===== config.mk =====
export PLATFORM = sky130hd
export DESIGN_NAME = keypad_scan_ctrl
export DESIGN_NICKNAME = d
export VERILOG_FILES = /design/src/rtl/keypad_pkg.sv /design/src/rtl/scan_tick_gen.sv /design/src/rtl/keypad_scan_ctrl.sv
export SDC_FILE = /design/constraint.sdc
export NUM_CORES = 1
export LEC_CHECK = 0
export CELL_PAD_IN_SITES_DETAIL_PLACEMENT = 1
export CELL_PAD_IN_SITES_GLOBAL_PLACEMENT = 2
export CORE_MARGIN = 2
export CORE_UTILIZATION = 30
export DETAILED_ROUTE_END_ITERATION = 8
export HOLD_SLACK_MARGIN = 0.12
export PLACE_DENSITY_LB_ADDON = 0.25
export SLEW_MARGIN = 20
export SYNTH_ARGS = -nofsm -noshare
export SYNTH_HDL_FRONTEND = slang
export SYNTH_SLANG_ARGS = --single-unit

===== constraint.sdc =====
create_clock -name clk -period 6 [get_ports clk]
set_clock_uncertainty 0.15 [all_clocks]
set_input_delay 0.9 -clock clk [delete_from_list [all_inputs] [get_ports clk]]
set_output_delay 0.9 -clock clk [all_outputs]
set_load 0.02 [all_outputs]

===== src/rtl/keypad_pkg.sv =====
// Shared types and default constants for the 4x4 keypad scanner.
package keypad_pkg;

    typedef enum logic [1:0] {
        SCAN,
        DEBOUNCE,
        PRESSED,
        RELEASE
    } state_t;

    typedef logic [3:0] key_code_t;

    localparam int SCAN_DIV_DEF     = 50000;
    localparam int DEBOUNCE_CNT_DEF = 4;
    localparam int REPEAT_CNT_DEF   = 250;

    // Index of the lowest set bit; used both for the one-hot column and for row priority.
    function automatic logic [1:0] low_idx(input logic [3:0] v);
        if (v[0])      return 2'd0;
        else if (v[1]) return 2'd1;
        else if (v[2]) return 2'd2;
        else           return 2'd3;
    endfunction

endpackage


===== src/rtl/scan_tick_gen.sv =====
// Free-running divider producing a one-cycle tick every SCAN_DIV clk cycles.
module scan_tick_gen
    import keypad_pkg::*;
#(
    parameter int SCAN_DIV = SCAN_DIV_DEF
) (
    input  logic clk,
    input  logic rst,
    output logic tick
);

    localparam int CW = $clog2(SCAN_DIV);
    localparam logic [CW-1:0] LAST = CW'(SCAN_DIV - 1);

    logic [CW-1:0] cnt;

    always_ff @(posedge clk or negedge rst) begin
        if (!rst) begin
            cnt <= '0;
        end else if (cnt == LAST) begin
            cnt <= '0;
        end else begin
            cnt <= cnt + 1'b1;
        end
    end

    assign tick = (cnt == LAST);

endmodule


===== src/rtl/keypad_scan_ctrl.sv =====
// 4x4 keypad column scanner with debounce and a held-until-ack event register.
// Optional auto-repeat while a key is held is enabled by defining KEYPAD_REPEAT_EN.
module keypad_scan_ctrl
    import keypad_pkg::*;
#(
    parameter int SCAN_DIV     = SCAN_DIV_DEF,
    parameter int DEBOUNCE_CNT = DEBOUNCE_CNT_DEF,
    parameter int REPEAT_CNT   = REPEAT_CNT_DEF
) (
    input  logic      clk,
    input  logic      rst,
    input  logic [3:0] row,
    output logic [3:0] col,
    output key_code_t key_code,
    output logic      key_valid,
    input  logic      key_ack,
    output logic      key_overrun
);

    if (SCAN_DIV < 2 || DEBOUNCE_CNT < 1 || DEBOUNCE_CNT > 15 || REPEAT_CNT < 1) begin : g_bad_param
        $error("keypad_scan_ctrl: parameter out of range");
    end

    localparam logic [3:0] DB_LAST = 4'(DEBOUNCE_CNT);

    logic       tick;
    logic [3:0] row_s1;
    logic [3:0] row_s2;
    logic [3:0] latched;
    logic [3:0] cnt;
    logic [3:0] cnt_nxt;
    state_t     state;
    logic       evt;
    key_code_t  hit_code;

`ifdef KEYPAD_REPEAT_EN
    localparam int RW = $clog2(REPEAT_CNT + 1);
    localparam logic [RW-1:0] REP_LAST = RW'(REPEAT_CNT - 1);
    logic [RW-1:0] rep_cnt;
`endif

    scan_tick_gen #(.SCAN_DIV(SCAN_DIV)) u_tick (
        .clk  (clk),
        .rst  (rst),
        .tick (tick)
    );

    assign cnt_nxt = cnt + 4'd1;

    always_ff @(posedge clk or negedge rst) begin
        if (!rst) begin
            row_s1      <= '0;
            row_s2      <= '0;
            state       <= SCAN;
            col         <= 4'b0001;
            latched     <= '0;
            cnt         <= '0;
            evt         <= 1'b0;
            hit_code    <= '0;
            key_code    <= '0;
            key_valid   <= 1'b0;
            key_overrun <= 1'b0;
`ifdef KEYPAD_REPEAT_EN
            rep_cnt     <= '0;
`endif
        end else begin
            row_s1 <= row;
            row_s2 <= row_s1;
            evt    <= 1'b0;

            if (tick) begin
                case (state)
                    SCAN: begin
                        if (row_s2 == 4'b0000) begin
                            col <= {col[2:0], col[3]};
                        end else begin
                            latched <= row_s2;
                            if (DB_LAST == 4'd1) begin
                                state    <= PRESSED;
                                evt      <= 1'b1;
                                hit_code <= {low_idx(col), low_idx(row_s2)};
                                cnt      <= '0;
`ifdef KEYPAD_REPEAT_EN
                                rep_cnt  <= '0;
`endif
                            end else begin
                                state <= DEBOUNCE;
                                cnt   <= 4'd1;
                            end
                        end
                    end
                    DEBOUNCE: begin
                        if (row_s2 == latched) begin
                            if (cnt_nxt == DB_LAST) begin
                                state    <= PRESSED;
                                evt      <= 1'b1;
                                hit_code <= {low_idx(col), low_idx(row_s2)};
                                cnt      <= '0;
`ifdef KEYPAD_REPEAT_EN
                                rep_cnt  <= '0;
`endif
                            end else begin
                                cnt <= cnt_nxt;
                            end
                        end else begin
                            state <= SCAN;
                            cnt   <= '0;
                        end
                    end
                    PRESSED: begin
                        if (row_s2 == 4'b0000) begin
                            // The first zero sample already counts toward the release debounce.
                            if (DB_LAST == 4'd1) begin
                                state <= SCAN;
                                col   <= {col[2:0], col[3]};
                                cnt   <= '0;
                            end else begin
                                state <= RELEASE;
                                cnt   <= 4'd1;
                            end
                        end else begin
`ifdef KEYPAD_REPEAT_EN
                            if (rep_cnt == REP_LAST) begin
                                rep_cnt <= '0;
                                evt     <= 1'b1;
                            end else begin
                                rep_cnt <= rep_cnt + 1'b1;
                            end
`endif
                        end
                    end
                    RELEASE: begin
                        if (row_s2 == 4'b0000) begin
                            if (cnt_nxt == DB_LAST) begin
                                state <= SCAN;
                                col   <= {col[2:0], col[3]};
                                cnt   <= '0;
                            end else begin
                                cnt <= cnt_nxt;
                            end
                        end else begin
                            state <= PRESSED;
                            cnt   <= '0;
`ifdef KEYPAD_REPEAT_EN
                            rep_cnt <= '0;
`endif
                        end
                    end
                    default: state <= SCAN;
                endcase
            end

            // An ack in the same cycle as a new event frees the slot for that event.
            if (evt && (!key_valid || key_ack)) begin
                key_code  <= hit_code;
                key_valid <= 1'b1;
            end else if (key_valid && key_ack) begin
                key_valid <= 1'b0;
            end

            if (key_valid && key_ack) begin
                key_overrun <= 1'b0;
            end else if (evt && key_valid) begin
                key_overrun <= 1'b1;
            end
        end
    end

endmodule


==> reports/summary.txt <==
Max-cap violations -> 0
Die area -> 7910 um^2
Avg Inst Size Synth -> 12.30 um^2
Slew margin rel. -> 38.03%
Setup Buffers After CTS -> 0
DR WL/cell -> 13.98 um
Post-Synthesis Cells -> 176
Clock sink total -> 49
WL final -> 4096 um
Die Wd -> 88.94 um
Drt via density -> 4.741
Sw Share -> 23.24%
Area growth syn-to-layout -> 16.59%
RSZ-0062 raised after global routing -> false
Vias in the first global route -> 1,483
CP Launch Type -> flop
CTS Buf Count -> 5
#FFs+latches synth -> 49
Vias -> 1,389
Crit-path slowest cell -> clkdlybuf4s50_1
Global-route wire length before repair -> 7203 um
Input/output buffers -> 16
Initial antenna violation count -> 0
Hold Buf Count CTS -> 0
Tightest Pin Transition -> 0.9175 ns
Worst setup path end -> col[0]
Post-route ant nets -> 0
Post-synthesis sequential area ratio -> 56.71%
Clk slew on worst S/H paths -> 0.10 ns
Filler Cells Inserted -> 768
Final Wtd Congestion -> 0.7337
Worst-path fanout max -> 5
Global route overflow -> 0
CTS H-tree lvls -> 2
Placed cell count -> 285
Final slew viol count -> 0
Tcrit/Tclk final -> 42.12%
CP Data Required Time -> 4.95 ns
Post-DP HPWL -> 2920 um
Remaining DRCs -> 0
Pwr dens -> 218.2 nW/um^2
Clock Path Buffers -> 2
Logic gate share of total power -> 2.4%
Arr. time, crit path -> 1.48 ns
Crit path launch -> col[0]$_DFFE_PN1P_
Setup TNS -> 0 ns
Reg2Reg Setup Slack -> 3.65 ns
Overall Global Routing Usage -> 11.82%
Most frequent cells in the layout -> dfrtp_1, mux2_2, clkdlybuf4s50_1, nand3_1, nor2_1
Reg2reg start -> u_tick.cnt[0]$_DFF_PN0_
# IOs -> 17
Largest net degree at the start of global routing -> 50
Setup CP Type -> reg -> out
NetSw -> 0.1280 mW
Internal -> 0.4227 mW
Area of the multi-input gates -> 905.9 um^2
Cell family with most CP delay -> buffers and inverters
NumNets Final -> 206
Sequential Area -> 1227 um^2
Core area -> 6907 um^2
Iteration-0 DRC Markers -> 66
FF-to-FF End -> col[2]$_DFFE_PN0P_
Root buffer cell -> clkbuf_8
Commonest non-fill, non-tap cell in the layout -> dfrtp_1
Worst-Skew Late Latency -> 0.31 ns
Ant. Diodes -> 0
Status -> finished clean
Clock Power Share -> 36.7%
Yosys cell types -> 39
Syn. warnings -> 0
TritonCTS clock tree -> done
WP depth -> 1
Critical Path End Type -> output port
Leakage -> 1.099 nW
Fmax -> 395.7 MHz
Initial core utilization -> 31.34%
Bufs and invs on worst path -> 1
Synthesized Nets -> 186
Row Count -> 30
Share of cells above drive strength 1 -> 18.27%
Critical-path cell list -> clkdlybuf4s50_1
Worst-case vdd ir drop -> 135.3 uV
Post-layout min period -> 2.527 ns
Final setup fails -> 0
Die height -> 88.94 um
Cts repair resizes -> 0
Seq pwr share -> 60.9%
Final hold violations -> 0
Power, Total -> 0.5507 mW
Register-to-Register Path Depth -> 5
Biggest cell delay along the critical path -> 0.61 ns
First-pass DRT Iterations -> 4
Tightest Hold Check Type -> reg -> reg
Final cell count without fillers -> 293
Post-synthesis cell area -> 2165 um^2
[area by class of cell]
cell class	count	area share [%]
sequential	49	48.64
timing repair buffer	16	6.247
tap	96	4.760
inverter	5	0.7437
clock buffer	5	2.727
clock inverter	3	0.9916
multi-input combinational	119	35.89
[logic make-up after synthesis]
family | after synthesis | synth area share (%)
simple gates | 60 | 17.69
flops | 49 | 56.71
compound gates | 23 | 7.226
xor+xnor | 17 | 6.879
mux | 16 | 8.324
buf+inv | 8 | 1.445
fa+ha+maj | 3 | 1.734
[flip-flops by register name (all words and copies together), names as in the netlist]
| signal | cells |
|---|---|
| u_tick.cnt | 16 |
| cnt | 4 |
| col | 4 |
| hit_code | 4 |
| key_code | 4 |
| latched | 4 |
| row_s1 | 4 |
| row_s2 | 4 |
| state | 2 |
| evt | 1 |
| key_overrun | 1 |
| key_valid | 1 |
[per-stage QoR]
step	hold slack [ns]	util [%]	setup slack [ns]	area [um^2]
2_1_floorplan	0.1812	-	3.948	2165
3_3_place_gp	0.1836	35.14	3.711	2427
3_5_place_dp	0.1863	35.14	3.637	2427
4_1_cts	0.2116	36.50	3.452	2521
5_1_grt	0.2192	36.54	3.417	2524
6_report	0.2078	36.54	3.473	2524
[synthesized netlist by cell type]
master     number  area [um^2]
mux2_2         16        180.2
dfrtp_1        48         1201
a31oi_1         1        6.260
nor3_1          2        10.01
or3_1           3        18.77
xor2_1          8        70.07
o21ai_0         6        30.03
o211ai_1        1        7.510
nor4b_2         1        15.01
o2bb2ai_1       1        8.760
nor3_4          1        16.27
nand3_2         1        10.01
nor2_1         11        41.29
or2_2           1        6.260
nor4_4          2        42.54
nand3_1        11        55.05
a22o_1          1        8.760
a21boi_0        1        7.510
o41ai_1         1        8.760
inv_1           5        18.77
and2_1          1        6.260
dfstp_2         1        26.28
nor4_1          1        6.260
nand2_1        10        37.54
nand2b_1        5        31.28
a32o_1          2        20.02
ha_1            3        37.54
and4_1          1        8.760
nand4_1         2        12.51
xnor2_1         9        78.83
a21o_1          1        7.510
nand4_2         1        12.51
and3_1          3        18.77
a21oi_1         7        35.03
clkbuf_1        2        7.510
o32ai_2         1        16.27
and4bb_2        2        25.02
and3b_1         1        8.760
buf_2           1        5.000
[power groups by stage]
stage / Clock [mW] / Combinational (mW) / Sequential, mW
2_1_floorplan: 0 / 0.00280 / 0.342
3_3_place_gp: 0 / 0.0133 / 0.342
3_5_place_dp: 0 / 0.0140 / 0.342
4_1_cts: 0.214 / 0.0138 / 0.336
5_1_grt: 0.224 / 0.0153 / 0.336
6_report: 0.202 / 0.0132 / 0.336
[worst min-delay path by stage]
stage,endpoint,slack [ns],depth (start not counted),startpoint
2_1_floorplan,row_s2[0]$_DFF_PN0_,0.18,0,row_s1[0]$_DFF_PN0_
3_3_place_gp,row_s2[2]$_DFF_PN0_,0.18,0,row_s1[2]$_DFF_PN0_
3_5_place_dp,row_s2[2]$_DFF_PN0_,0.19,0,row_s1[2]$_DFF_PN0_
4_1_cts,row_s2[2]$_DFF_PN0_,0.21,0,row_s1[2]$_DFF_PN0_
5_1_grt,row_s2[3]$_DFF_PN0_,0.22,0,row_s1[3]$_DFF_PN0_
6_report,row_s2[2]$_DFF_PN0_,0.21,0,row_s1[2]$_DFF_PN0_
[metal layers]
layer | vias to the layer above | wire (um) | track usage (%)
met3 | 4 | 116 | 3.047
met2 | 13 | 1967 | 18.72
li1 | 662 | - | -
met1 | 710 | 1972 | 16.06
met5 | - | 0 | 0
met4 | 0 | 39 | 3.664
Note: power is estimated with default switching activity, not from simulation.
